$ cat src/rtl/btn_pkg.sv
// Shared definitions for the push-button front end: button indices, channel
// state encoding and default timing constants.
package btn_pkg;

    localparam int BTN_C = 0;
    localparam int BTN_L = 1;
    localparam int BTN_R = 2;
    localparam int BTN_D = 3;
    localparam int BTN_U = 4;

    localparam int          DEF_NUM_BTN            = 5;
    localparam int          DEF_TICK_DIV           = 500000;
    localparam int          DEF_DEBOUNCE_TICKS     = 4;
    localparam int          DEF_REPEAT_DELAY_TICKS = 100;
    localparam int          DEF_REPEAT_RATE_TICKS  = 20;
    localparam logic [4:0]  DEF_REPEAT_MASK        = 5'b11000;

`ifdef BTN_AUTOREPEAT_EN
    typedef enum logic [1:0] {
        IDLE   = 2'd0,
        HELD   = 2'd1,
        REPEAT = 2'd2
    } chan_state_t;
`else
    typedef enum logic {
        IDLE = 1'b0,
        HELD = 1'b1
    } chan_state_t;
`endif

    // Bits needed to hold any value in 0..max_val.
    function automatic int cnt_width(input int max_val);
        return (max_val < 2) ? 1 : $clog2(max_val + 1);
    endfunction

endpackage

$ cat src/rtl/btn_if.sv
// Button bundle between the raw pins, the conditioner and the control FSM.
interface btn_if #(
    parameter int NUM_BTN = 5
) ();
    logic [NUM_BTN-1:0] btn_raw;
    logic [NUM_BTN-1:0] btn_level;
    logic [NUM_BTN-1:0] press_pulse;
    logic               any_press;
    logic               tick;

    modport master (
        output btn_raw,
        input  btn_level,
        input  press_pulse,
        input  any_press,
        input  tick
    );

    modport slave (
        input  btn_raw,
        output btn_level,
        output press_pulse,
        output any_press,
        output tick
    );
endinterface

$ cat src/rtl/btn_channel.sv
// One button channel: 2-flop synchroniser, tick-based debounce and press FSM.
// Hold-to-repeat logic exists only when BTN_AUTOREPEAT_EN is defined.
module btn_channel
    import btn_pkg::*;
#(
    parameter int DEBOUNCE_TICKS = DEF_DEBOUNCE_TICKS
`ifdef BTN_AUTOREPEAT_EN
    ,
    parameter int REPEAT_DELAY_TICKS = DEF_REPEAT_DELAY_TICKS,
    parameter int REPEAT_RATE_TICKS  = DEF_REPEAT_RATE_TICKS,
    parameter bit REPEAT_EN          = 1'b0
`endif
) (
    input  logic clk,
    input  logic reset_n,
    input  logic raw,
    input  logic tick,
    output logic level,
    output logic evt
);

    localparam int               DEB_W    = cnt_width(DEBOUNCE_TICKS);
    localparam logic [DEB_W-1:0] DEB_LAST = DEB_W'(DEBOUNCE_TICKS - 1);

    logic [1:0]       sync_reg;
    logic             sync;
    chan_state_t      state_reg, state_next;
    logic [DEB_W-1:0] deb_reg, deb_next;

`ifdef BTN_AUTOREPEAT_EN
    localparam int                HOLD_W    = cnt_width(REPEAT_DELAY_TICKS);
    localparam logic [HOLD_W-1:0] HOLD_LAST = HOLD_W'(REPEAT_DELAY_TICKS - 1);
    localparam logic [HOLD_W-1:0] HOLD_MAX  = HOLD_W'(REPEAT_DELAY_TICKS);
    localparam int                REP_W     = cnt_width(REPEAT_RATE_TICKS);
    localparam logic [REP_W-1:0]  REP_LAST  = REP_W'(REPEAT_RATE_TICKS - 1);

    logic [HOLD_W-1:0] hold_reg, hold_next;
    logic [REP_W-1:0]  rep_reg, rep_next;
`endif

    assign sync  = sync_reg[1];
    assign level = (state_reg != IDLE);

    always_ff @(posedge clk) begin
        if (!reset_n) begin
            sync_reg  <= '0;
            state_reg <= IDLE;
            deb_reg   <= '0;
`ifdef BTN_AUTOREPEAT_EN
            hold_reg  <= '0;
            rep_reg   <= '0;
`endif
        end else begin
            sync_reg  <= {sync_reg[0], raw};
            state_reg <= state_next;
            deb_reg   <= deb_next;
`ifdef BTN_AUTOREPEAT_EN
            hold_reg  <= hold_next;
            rep_reg   <= rep_next;
`endif
        end
    end

    always_comb begin
        state_next = state_reg;
        deb_next   = deb_reg;
        evt        = 1'b0;
`ifdef BTN_AUTOREPEAT_EN
        hold_next  = hold_reg;
        rep_next   = rep_reg;
`endif
        if (tick) begin
            if (sync != level) begin
                if (deb_reg == DEB_LAST) begin
                    deb_next = '0;
                    if (level) begin
                        state_next = IDLE;
`ifdef BTN_AUTOREPEAT_EN
                        hold_next  = '0;
                        rep_next   = '0;
`endif
                    end else begin
                        state_next = HELD;
                        evt        = 1'b1;
                    end
                end else begin
                    deb_next = deb_reg + 1'b1;
                end
            end else begin
                deb_next = '0;
`ifdef BTN_AUTOREPEAT_EN
                // Repeat timing only advances on ticks that see the button down,
                // so a pending release can never emit a late repeat.
                if (state_reg == HELD) begin
                    if (REPEAT_EN && (hold_reg == HOLD_LAST)) begin
                        state_next = REPEAT;
                        evt        = 1'b1;
                        hold_next  = '0;
                    end else if (hold_reg != HOLD_MAX) begin
                        hold_next = hold_reg + 1'b1;
                    end
                end else if (state_reg == REPEAT) begin
                    if (rep_reg == REP_LAST) begin
                        evt      = 1'b1;
                        rep_next = '0;
                    end else begin
                        rep_next = rep_reg + 1'b1;
                    end
                end
`endif
            end
        end
    end

endmodule

$ cat src/rtl/btn_conditioner.sv
// Push-button front end: sample tick, per-button debounce channels and a
// one-hot press arbiter. Define BTN_AUTOREPEAT_EN to build hold-to-repeat.
module btn_conditioner
    import btn_pkg::*;
#(
    parameter int                 NUM_BTN            = DEF_NUM_BTN,
    parameter int                 TICK_DIV           = DEF_TICK_DIV,
    parameter int                 DEBOUNCE_TICKS     = DEF_DEBOUNCE_TICKS,
    parameter int                 REPEAT_DELAY_TICKS = DEF_REPEAT_DELAY_TICKS,
    parameter int                 REPEAT_RATE_TICKS  = DEF_REPEAT_RATE_TICKS,
    parameter logic [NUM_BTN-1:0] REPEAT_MASK        = NUM_BTN'(DEF_REPEAT_MASK)
) (
    input  logic  clk,
    input  logic  reset_n,
    btn_if.slave  btn
);

    localparam int                TICK_W    = cnt_width(TICK_DIV - 1);
    localparam logic [TICK_W-1:0] TICK_LAST = TICK_W'(TICK_DIV - 1);

    logic [TICK_W-1:0]  tick_cnt_reg;
    logic               tick;
    logic [NUM_BTN-1:0] level;
    logic [NUM_BTN-1:0] evt;
    logic [NUM_BTN-1:0] grant;
    logic [NUM_BTN-1:0] press_pulse_reg;

    always_ff @(posedge clk) begin
        if (!reset_n) begin
            tick_cnt_reg <= '0;
        end else if (tick) begin
            tick_cnt_reg <= '0;
        end else begin
            tick_cnt_reg <= tick_cnt_reg + 1'b1;
        end
    end

    assign tick = (tick_cnt_reg == TICK_LAST);

    generate
        for (genvar gi = 0; gi < NUM_BTN; gi++) begin : g_chan
            btn_channel #(
                .DEBOUNCE_TICKS     (DEBOUNCE_TICKS)
`ifdef BTN_AUTOREPEAT_EN
                ,
                .REPEAT_DELAY_TICKS (REPEAT_DELAY_TICKS),
                .REPEAT_RATE_TICKS  (REPEAT_RATE_TICKS),
                .REPEAT_EN          (REPEAT_MASK[gi])
`endif
            ) u_chan (
                .clk     (clk),
                .reset_n (reset_n),
                .raw     (btn.btn_raw[gi]),
                .tick    (tick),
                .level   (level[gi]),
                .evt     (evt[gi])
            );
        end
    endgenerate

    // Isolate the lowest set bit: lowest index wins, the rest are dropped.
    assign grant = evt & (~evt + 1'b1);

    always_ff @(posedge clk) begin
        if (!reset_n) begin
            press_pulse_reg <= '0;
        end else begin
            press_pulse_reg <= grant;
        end
    end

    assign btn.btn_level   = level;
    assign btn.press_pulse = press_pulse_reg;
    assign btn.any_press   = |press_pulse_reg;
    assign btn.tick        = tick;

endmodule
$ cat src/flat_wrapper.sv
// flat-port wrapper written by rule: the top's interface ports become plain ports
module btn_conditioner_flat import btn_pkg::*;
#(
    parameter int                 NUM_BTN            = DEF_NUM_BTN,
    parameter int                 TICK_DIV           = DEF_TICK_DIV,
    parameter int                 DEBOUNCE_TICKS     = DEF_DEBOUNCE_TICKS,
    parameter int                 REPEAT_DELAY_TICKS = DEF_REPEAT_DELAY_TICKS,
    parameter int                 REPEAT_RATE_TICKS  = DEF_REPEAT_RATE_TICKS,
    parameter logic [NUM_BTN-1:0] REPEAT_MASK        = NUM_BTN'(DEF_REPEAT_MASK)
)
  (clk, reset_n, btn_btn_raw, btn_btn_level, btn_press_pulse, btn_any_press, btn_tick);
  btn_if #(.NUM_BTN(NUM_BTN)) btn_i ();
  input  logic clk;
  input  logic reset_n;
  input wire logic [$bits(btn_i.btn_raw)-1:0] btn_btn_raw;
  output wire logic [$bits(btn_i.btn_level)-1:0] btn_btn_level;
  output wire logic [$bits(btn_i.press_pulse)-1:0] btn_press_pulse;
  output wire logic [$bits(btn_i.any_press)-1:0] btn_any_press;
  output wire logic [$bits(btn_i.tick)-1:0] btn_tick;
  assign btn_i.btn_raw = btn_btn_raw;
  assign btn_btn_level = btn_i.btn_level;
  assign btn_press_pulse = btn_i.press_pulse;
  assign btn_any_press = btn_i.any_press;
  assign btn_tick = btn_i.tick;
  btn_conditioner #(.NUM_BTN(NUM_BTN), .TICK_DIV(TICK_DIV), .DEBOUNCE_TICKS(DEBOUNCE_TICKS), .REPEAT_DELAY_TICKS(REPEAT_DELAY_TICKS), .REPEAT_RATE_TICKS(REPEAT_RATE_TICKS), .REPEAT_MASK(REPEAT_MASK)) u_core (.clk(clk), .reset_n(reset_n), .btn(btn_i));
endmodule
$ cat config.mk
export PLATFORM = sky130hd
export DESIGN_NAME = btn_conditioner_flat
export DESIGN_NICKNAME = d
export VERILOG_FILES = /design/src/rtl/btn_pkg.sv /design/src/rtl/btn_if.sv /design/src/rtl/btn_channel.sv /design/src/rtl/btn_conditioner.sv /design/src/flat_wrapper.sv
export SDC_FILE = /design/constraint.sdc
export NUM_CORES = 1
export LEC_CHECK = 0
export ABC_AREA = 1
export BUFFER_PORTS_ARGS = -buffer_cell sky130_fd_sc_hd__buf_2
export CELL_PAD_IN_SITES_DETAIL_PLACEMENT = 0
export CELL_PAD_IN_SITES_GLOBAL_PLACEMENT = 1
export CORE_AREA = 4 4 108 59
export DETAILED_ROUTE_END_ITERATION = 12
export DIE_AREA = 0 0 112 63
export GPL_TIMING_DRIVEN = 0
export PLACE_DENSITY_LB_ADDON = 0.1
export SKIP_CTS_REPAIR_TIMING = 1
export SYNTH_ARGS = -nofsm -noshare
export SYNTH_HDL_FRONTEND = slang
export SYNTH_SLANG_ARGS = --single-unit
$ cat constraint.sdc
create_clock -name clk -period 3.59 [get_ports clk]
set_input_delay 0.5385 -clock clk [delete_from_list [all_inputs] [get_ports clk]]
set_output_delay 0.5385 -clock clk [all_outputs]
set_load 0.02 [all_outputs]
==> results of run 1 <==
## stage by stage
stage / power, mW / std cells
2_1_floorplan: 0.650 / 332
3_3_place_gp: 0.660 / 422
3_5_place_dp: 0.662 / 422
4_1_cts: 1.07 / 430
5_1_grt: 1.10 / 430
6_report: 1.06 / 430
## layout make-up
cell class                      count  area share (%)
Buffer                             13            3.53
Clock buffer                        5            2.49
Clock inverter                      3            1.59
Inverter                           46            6.25
Multi-Input combinational cell    219            40.6
Sequential cell                    54            39.1
Tap cell                           73            3.31
Timing Repair Buffer               17            3.08
## worst max-delay path, stage by stage, from the launching register on
cell and delay, ps:
dfxtp_1 370, ha_1 180, nand2_1 120, nor2_4 160
nand3_4 120, nor2_8 200, buf_8 180, buf_2 170
## synth_stat cells, drive strengths merged
cell type	n
nand2	81
dfxtp	54
nor2	50
inv	46
nand3	23
a21oi	14
nor3	13
o21ai	12
buf	11
ha	6
xor2	5
nand4	3
or2	3
clkbuf	2
nor3b	2
o21a	2
a21boi	1
nand3b	1
nor2b	1
o22ai	1
xnor2	1
## worst paths after layout
kind | endpoint | slack, ps | cells after the start
min | u_core.g_chan[2].u_chan.sync_reg[0] | 410 | 3
max reg2reg | u_core.tick_cnt_reg[4] | 1930 | 9
min reg2reg | u_core.g_chan[2].u_chan.sync_reg[1] | 420 | 2
max | btn_tick | 1260 | 7
## layout by cell type (no fill, tap or decap), drive strengths merged, types with 2 or more instances in the layout
cell,count
nand2,81
dfxtp,54
nor2,50
inv,47
buf,28
nand3,23
a21oi,14
nor3,13
o21ai,12
clkbuf,7
ha,6
xor2,5
or2,3
nand4,3
nor3b,2
o21a,2
## metal layers
| metal | global-route usage (%) | up-vias | wire length (µm) |
|---|---|---|---|
| met4 | 2.70 | 0 | 19 |
| li1 | - | 1077 | - |
| met3 | 3.68 | 2 | 174 |
| met1 | 17.8 | 895 | 2320 |
| met5 | 0 | - | 0 |
| met2 | 26.3 | 20 | 2130 |
## kinds of logic (layout without fill, tap and decap cells)
group | count (synthesis) | count (layout) | synth area share [%]
AOI/OAI and AO/OA | 30 | 30 | 6.88
xor gates and xnor gates | 6 | 6 | 2.12
adders and majority gates | 6 | 6 | 3.03
buffers and inverters | 59 | 84 | 10.9
DFF | 54 | 54 | 43.7
and+or+nand+nor | 177 | 177 | 33.3
## power breakdown
group          total, mW  switching, mW  internal, mW
Sequential         0.611        0.00389         0.607
Clock              0.409          0.199         0.209
Combinational     0.0364         0.0236        0.0128
==> metrics.yaml, run 1 <==
placed_design:
  globalplace.congestion: 0.770
  port_buffers: 17
  place_hpwl_mm: 3.45
  dp_slack_ps: 1580
  dpl_cell_area_um2: 2650
final_layout:
  final_area_um2: 2760
  fillers: 533
  area_growth_pct: 11.7
  drive_gt1_share_pct: 17.6
  multiInputGateArea_um2: 1120
  fin_util_pct: 51.6
  fin_nets: 369
  ff_latch_area_um2: 1080
  antennaDiodeCount: 0
  largest_register_ffs: 19
flow_run:
  cap_violations: 0
clock_network:
  cts_made_buffers: 5
  cts_htree_levels: 2
  root_buffer: "clkbuf_8"
  clockBufferDepth: 2
  cts_sinks: 54
  clkLatencyLatePin_ps: 300
  cts_tree: "done"
  clk_pin_slew_ps: 100
timing:
  tightest_slew_ps: 577
  maxSlewHeadroom_pct: 61.5
  fmax_mhz: 429
  clock_skew_ps: 9.22
  fin_ws_ps: 1260
  period_minus_slack_ps: 2330
  setup_viol: 0
  tns_ps: 0
  rsz0062_at_grt: "no"
  period_share_pct: 64.9
  final-hold-violation-count: 0
  hold_ws_ps: 409
  slew_viol_final: 0
power_and_ir_drop:
  power.leakage_nw: 1.27
  cellPowerDensity_nw_per_um2: 382
  ir_worst_vdd_mv: 0.196
die:
  core_um2: 5350
  io_pins: 19
  rows: 19
  initial_core_util_pct: 46.2
  die-height_um: 63
  fp.dieW_um: 112
  die-area_um2: 7060
global_routing:
  grt_max_degree: 18
  antenna_found_initial: 0
  grt_usage_pct: 14.6
  grt_pass1_wl_mm: 8.58
  grt_remaining_overflow: 0
  grt_pass1_vias: 2038
setup_path:
  crit_path_start: "u_core.tick_cnt_reg[0]"
  end_kind: "output port"
  crit_type: "flop to output port"
  cp_data_arrival_time_ps: 1790
  worstPathMaxFanout: 10
  startpoint_type: "flop"
  worstPathRequired_ps: 3050
  r2r-start: "u_core.tick_cnt_reg[0]"
min_path:
  hold_class: "input port to flop"
  min-delay-start: "btn_btn_raw[2]"
drt:
  ant_nets: 0
  drt-vias-per-instance: 4.64
  drt-initial-drc-count: 111
  routedWlPerCell_um: 10.8
  vias: 1994
  wl_mm: 4.64
  first_pass_iters: 4
  drc: 0
logic_synthesis:
  synthCells: 332
  synth_nets: 345
  yosys-top-cells-area: "dfxtp_1, nand2_1, nor2_1"
  synth_area_um2: 2470
  seq_area_frac_synth_pct: 43.7
  synth_top_area_share_pct: 43.7
  synth_top_cell_by_area: "dfxtp_1"
  avgSynthCellArea_um2: 7.45
  yosysWarningCount: 0
  ys_ff_latch: 54
  yosysUniqueCellTypes: 33
outcome:
  status: "finished, final reports clean"
(Power assumes the default switching activity.)
==> run 2, diff against run 1 <==
--- a/config.mk
+++ b/config.mk
@@ -9,9 +9,9 @@
 export BUFFER_PORTS_ARGS = -buffer_cell sky130_fd_sc_hd__buf_2
 export CELL_PAD_IN_SITES_DETAIL_PLACEMENT = 0
 export CELL_PAD_IN_SITES_GLOBAL_PLACEMENT = 1
-export CORE_AREA = 4 4 108 59
+export CORE_AREA = 4 4 118 64
 export DETAILED_ROUTE_END_ITERATION = 12
-export DIE_AREA = 0 0 112 63
+export DIE_AREA = 0 0 122 68
 export GPL_TIMING_DRIVEN = 0
 export PLACE_DENSITY_LB_ADDON = 0.1
 export SKIP_CTS_REPAIR_TIMING = 1
==> constraint.sdc (replaced) <==
create_clock -name clk -period 2 [get_ports clk]
set_input_delay 0.3 -clock clk [delete_from_list [all_inputs] [get_ports clk]]
set_output_delay 0.3 -clock clk [all_outputs]
set_load 0.02 [all_outputs]
==> metrics.yaml, run 2 (synthesis gave the netlist of run 1 again) <==
outcome:
  status: "finished, final reports clean"  # unchanged
final_layout:
  largest_register_ffs: 19  # unchanged
  layout_common_cells: "nand2_1, dfxtp_1, nor2_1"  # unchanged
  fin_nets: 376  # was 369
  antennaDiodeCount: 0  # unchanged
  drive_gt1_share_pct: 20.1  # was 17.6%
  area_growth_pct: 18.8  # was 11.7%
  layout_commonest_cell: "nand2_1"  # unchanged
setup_path:
  cp_data_arrival_time_ps: 1610  # was 1790 ps
  startpoint_type: "flop"  # unchanged
  worstPathRequired_ps: 1700  # was 3050 ps
  worstPathMaxFanout: 6  # was 10
  crit_type: "flop to output port"  # unchanged
  end_kind: "output port"  # unchanged
die:
  die-height_um: 68  # was 63 µm
  io_pins: 19  # unchanged
  initial_core_util_pct: 38.1  # was 46.2%
  rows: 21  # was 19
  fp.dieW_um: 122  # was 112 µm
  core_um2: 6490  # was 5350 µm²
  die-area_um2: 8300  # was 7060 µm²
timing:
  tightest_slew_ps: 605  # was 577 ps
  setup_viol: 0  # unchanged
  maxSlewHeadroom_pct: 59.6  # was 61.5%
  fmax_mhz: 525
  fin_ws_ps: 94.1  # was 1260 ps
  period_minus_slack_ps: 1910
  final-hold-violation-count: 0  # unchanged
  slew_viol_final: 0  # unchanged
  rsz0062_at_grt: "no"  # unchanged
  period_share_pct: 95.3
  clock_skew_ps: 3.65  # was 9.22 ps
clock_network:
  cts_htree_levels: 2  # unchanged
  root_buffer: "clkbuf_16"  # was clkbuf_8
  clk_pin_slew_ps: 70  # was 100 ps
  cts_tree: "done"  # unchanged
  clockBufferDepth: 2  # unchanged
  cts_made_buffers: 5  # unchanged
  cts_sinks: 54  # unchanged
  clkLatencyLatePin_ps: 300  # about the same
drt:
  drt-vias-per-instance: 4.40  # was 4.64
  drc: 0  # unchanged
  ant_nets: 0  # unchanged
  vias: 2007  # was 1994
  first_pass_iters: 4  # unchanged
  routedWlPerCell_um: 11.6  # was 10.8 µm
  drt-initial-drc-count: 118  # was 111
  wl_mm: 5.30  # was 4.64 mm
power_and_ir_drop:
  combPwrFrac_pct: 3.0  # was 3.5%
  switchingPower_mw: 0.449  # was 0.227 mW
  swShare_pct: 19.4  # was 21.5%
  p_clk_share_pct: 49.7  # was 38.7%
  ir_worst_vdd_mv: 0.268  # was 0.196 mV
  cellPowerDensity_nw_per_um2: 787  # was 382 nW/µm²
  power.total_mw: 2.31  # was 1.06 mW
  power.leakage_nw: 1.34  # was 1.27 nW
  power.internal_mw: 1.86  # was 0.829 mW
  power_frac_seq_pct: 47.4  # was 57.8%
global_routing:
  grt_pass1_wl_mm: 8.92  # was 8.58 mm
  grt_pass1_vias: 1820  # was 2038
  antenna_found_initial: 0  # unchanged
  grt_max_degree: 17  # was 18
  grt_usage_pct: 14.1  # was 14.6%
  grt_remaining_overflow: 0  # unchanged
placed_design:
  place_hpwl_mm: 3.91  # was 3.45 mm
  dp_slack_ps: 213  # was 1580 ps
  globalplace.congestion: 0.766  # was 0.770
  port_buffers: 17  # unchanged
flow_run:
  cap_violations: 0  # unchanged
min_path:
  hold_class: "input port to flop"  # unchanged
-- run 2: cell type report --
type	count	area, µm²
fillers	681	3550
plain buffers	13	103
clock buffers	6	139
multi-input cells	219	1130
well taps	92	115
inverters	46	173
repair buffers	24	140
flip-flops and latches	54	1080
clock inverters	2	60.1
-- run 2: worst max-delay path, stage by stage (launching register included) --
cell	delay (ps)
dfxtp_1	340
ha_2	190
nand2_2	80
nor2_4	160
nand3_4	120
nor2_8	160
buf_12	120
buf_4	130
-- run 2: final timing paths --
check,startpoint,to,slack (ps),cells past startpoint
worst max-delay path,u_core.tick_cnt_reg[1],btn_tick,90,7
worst min-delay path,btn_btn_raw[4],u_core.g_chan[4].u_chan.sync_reg[0],180,3
worst max register to register,u_core.tick_cnt_reg[1],u_core.tick_cnt_reg[3],140,11
worst min register to register,u_core.tick_cnt_reg[0],u_core.tick_cnt_reg[0],420,1
-- run 2: power groups by stage --
stage	sequential (mW)	combinational (mW)	clock (mW)
4_1_cts	1.10	0.0693	1.18
2_1_floorplan	1.12	0.0476	0
6_report	1.10	0.0683	1.15
5_1_grt	1.10	0.0792	1.23
3_5_place_dp	1.12	0.0691	0
3_3_place_gp	1.12	0.0684	0
-- run 2: per-layer routing --
| metal | routed length, µm | vias to the layer above | part of all wire [%] | global-route usage (%) |
|---|---|---|---|---|
| met5 | 0 | - | 0 | 0 |
| met4 | 54 | 0 | 1.0 | 3.35 |
| met3 | 243 | 8 | 4.6 | 4.21 |
| met2 | 1830 | 29 | 35 | 18.0 |
| met1 | 3160 | 877 | 60 | 22.3 |
| li1 | - | 1093 | - | - |
-- run 2: through the flow --
step,hold WS [ps],setup TNS (ps),utilization [%],cell area (µm²),std cells
CTS,176,-126,44.3,2870,449
global route,186,0,45.3,2940,456
detailed placement,401,0,41.2,2670,441
global placement,396,0,41.2,2670,441
floorplan,390,0,-,2470,332
finish,182,0,45.3,2940,456
==> run 3, diff against run 2 <==
--- a/config.mk
+++ b/config.mk
@@ -9,12 +9,13 @@
 export BUFFER_PORTS_ARGS = -buffer_cell sky130_fd_sc_hd__buf_2
 export CELL_PAD_IN_SITES_DETAIL_PLACEMENT = 0
 export CELL_PAD_IN_SITES_GLOBAL_PLACEMENT = 1
-export CORE_AREA = 4 4 118 64
+export CORE_AREA = 4 4 120 65
 export DETAILED_ROUTE_END_ITERATION = 12
-export DIE_AREA = 0 0 122 68
+export DIE_AREA = 0 0 124 69
 export GPL_TIMING_DRIVEN = 0
 export PLACE_DENSITY_LB_ADDON = 0.1
 export SKIP_CTS_REPAIR_TIMING = 1
 export SYNTH_ARGS = -nofsm -noshare
 export SYNTH_HDL_FRONTEND = slang
+export SYNTH_HIERARCHICAL = 1
 export SYNTH_SLANG_ARGS = --single-unit
==> metrics.yaml, run 3 <==
setup_path:
  r2r_slack_ps: 190  # was 140 ps
  crit_type: "flop to output port"  # unchanged
  crit_path_start: "u_core/tick_cnt_reg[0]"  # was u_core.tick_cnt_reg[1]
  r2r-start: "u_core/tick_cnt_reg[0]"  # was u_core.tick_cnt_reg[1]
  worstPathMaxFanout: 6  # unchanged
  worstPathRequired_ps: 1700  # about the same
  end_kind: "output port"  # unchanged
  cp_data_arrival_time_ps: 1560  # was 1610 ps
  startpoint_type: "flop"  # unchanged
placed_design:
  port_buffers: 18  # was 17
  globalplace.congestion: 0.756  # was 0.766
  dp_slack_ps: -232  # was 213 ps
  dpl_cell_area_um2: 2770  # was 2670 µm²
  place_hpwl_mm: 3.44  # was 3.91 mm
drt:
  ant_nets: 0  # unchanged
  vias: 2131  # was 2007
  route.met3.wl_um: 236  # was 243 µm
  routedWlPerCell_um: 10.7  # was 11.6 µm
  dr.max_layer_used: "met4"  # unchanged
  met1Wirelength_mm: 2.53  # was 3.16 mm
  drt-vias-per-instance: 4.51  # was 4.40
  wl_mm: 5.04  # was 5.30 mm
  wl_met2_mm: 2.22  # was 1.83 mm
  drt-initial-drc-count: 86  # was 118
  first_pass_iters: 4  # unchanged
  drc: 0  # unchanged
final_layout:
  area_growth_pct: 17.5  # was 18.8%
  largest_register_ffs: 19  # unchanged
  multiInputGateArea_um2: 1200  # was 1130 µm²
  layout_common_cells: "nand2_1, inv_1, dfxtp_1"  # was nand2_1, dfxtp_1, nor2_1
  drive_gt1_share_pct: 22.0  # was 20.1%
  final_area_um2: 3010  # was 2940 µm²
  antennaDiodeCount: 0  # unchanged
  fin_nets: 393  # was 376
  layout_commonest_cell: "nand2_1"  # unchanged
  fillers: 679  # was 681
  ff_latch_area_um2: 1080  # unchanged
  fin_util_pct: 45.7  # was 45.3%
logic_synthesis:
  avgSynthCellArea_um2: 7.48  # was 7.45 µm²
  yosysWarningCount: 6  # was 0
  synth_nets: 356  # was 345
  synthTopCellsByCount: "nand2_1, inv_1, dfxtp_1"  # was nand2_1, dfxtp_1, nor2_1
  async_flop_share_pct: 0  # unchanged
  synth_area_um2: 2560  # was 2470 µm²
  synthCells: 343  # was 332
  yosys-top-cells-area: "dfxtp_1, nand2_1, inv_1"  # was dfxtp_1, nand2_1, nor2_1
  yosysMostFrequentCell: "nand2_1"  # unchanged
  ys_ff_latch: 54  # unchanged
  seq_area_frac_synth_pct: 42.1  # was 43.7%
  synth_edf_count: 0  # unchanged
  synth_top_area_share_pct: 42.1  # was 43.7%
  synth_top_cell_by_area: "dfxtp_1"  # unchanged
  yosysUniqueCellTypes: 25  # was 33
  synthFlopType: "dfxtp_1"  # unchanged
global_routing:
  grt_pass1_vias: 1954  # was 1820
  antenna_found_initial: 0  # unchanged
  grt_max_degree: 32  # was 17
  grt_pass1_wl_mm: 8.31  # was 8.92 mm
  grt_usage_pct: 12.0  # was 14.1%
  grt_remaining_overflow: 0  # unchanged
min_path:
  hold_class: "input port to flop"  # unchanged
  min-delay-start: "btn_btn_raw[1]"  # was btn_btn_raw[4]
timing:
  period_minus_slack_ps: 1860  # was 1910 ps
  fmax_mhz: 537  # was 525 MHz
  tightest_slew_ps: 459  # was 605 ps
  maxSlewHeadroom_pct: 69.4  # was 59.6%
  hold_ws_ps: 184  # was 182 ps
  setup_viol: 0  # unchanged
  slew_viol_final: 0  # unchanged
  fin_ws_ps: 136  # was 94.1 ps
  period_share_pct: 93.2  # was 95.3%
  rsz0062_at_grt: "no"  # unchanged
  final-hold-violation-count: 0  # unchanged
  clock_skew_ps: 4.57  # was 3.65 ps
outcome:
  status: "finished, final reports clean"  # unchanged
die:
  io_pins: 19  # unchanged
  die-area_um2: 8560  # was 8300 µm²
  initial_core_util_pct: 38.9  # was 38.1%
  die-height_um: 69  # was 68 µm
  fp.dieW_um: 124  # was 122 µm
  core_um2: 6600  # was 6490 µm²
  rows: 21  # unchanged
clock_network:
  cts_made_buffers: 5  # unchanged
  cts_tree: "done"  # unchanged
  clockBufferDepth: 2  # unchanged
  cts_sinks: 54  # unchanged
  root_buffer: "clkbuf_16"  # unchanged
  clk_pin_slew_ps: 70  # about the same
  clkLatencyLatePin_ps: 290  # was 300 ps
  cts_htree_levels: 2  # unchanged
flow_run:
  cap_violations: 0  # unchanged
power_and_ir_drop:
  ir_worst_vdd_mv: 0.280  # was 0.268 mV
  power.leakage_nw: 1.21  # was 1.34 nW
  cellPowerDensity_nw_per_um2: 679  # was 787 nW/µm²
  power.total_mw: 2.05  # was 2.31 mW
[run 3: cell count changes after synthesis, sizes merged, moves of 5 or more]
cell / previous run / this run
nor3: 13 / 4
nand4: 3 / 14
nor2: 50 / 42
clkinv: 0 / 5
a21oi: 14 / 27
o21ai: 12 / 5
inv: 46 / 65
buf: 11 / 2
xnor2: 1 / 6
[run 3: path summary, 6_finish.rpt]
check | end | cells after the start
max | btn_tick | 6
min | u_core/g_chan[1].u_chan/sync_reg[0] | 3
max reg2reg | u_core/btn.press_pulse[3] | 10
min reg2reg | u_core/g_chan[2].u_chan/sync_reg[1] | 2
[run 3: cell families after synthesis]
group	share of synthesized area (%)
compound gates	6.98
xor+xnor	3.07
fa+ha+maj	2.93
buf+inv	11.3
flops	42.1
simple gates	33.6
[run 3: power breakdown]
group          leakage, nW  switching (mW)  internal (mW)
Sequential           0.438         0.00938           1.09
Combinational        0.696          0.0455         0.0272
Clock               0.0739           0.378          0.497
Total                 1.21           0.433           1.61
[run 3: critical path, cell delays in order (launching register included)]
cell and delay, ps:
dfxtp_2 360, ha_2 210, nand2_2 70, nor2_4 160, nand3_4 120, clkinvlp_4 170
buf_2 190
[run 3: layout make-up]
class                   instances  share of cell area [%]
flip-flops and latches         54                    35.9
repair inverters                2                   0.415
well taps                      92                    3.82
multi-input cells             217                    39.7
plain buffers                   2                   0.914
clock inverters                 1                   0.166
clock buffers                   7                    4.73
inverters                      70                    8.85
repair buffers                 28                    5.48
[run 3: layer usage]
metal	vias to the layer above	global-route usage [%]
met5	-	0
li1	1138	-
met2	32	19.2
met3	7	4.00
met1	954	15.1
met4	0	4.25
[run 3: stage by stage]
step,std cells,TNS [ps]
2_1_floorplan,343,0
3_3_place_gp,453,-577
3_5_place_dp,453,-676
4_1_cts,461,-1080
5_1_grt,473,0
6_report,473,0
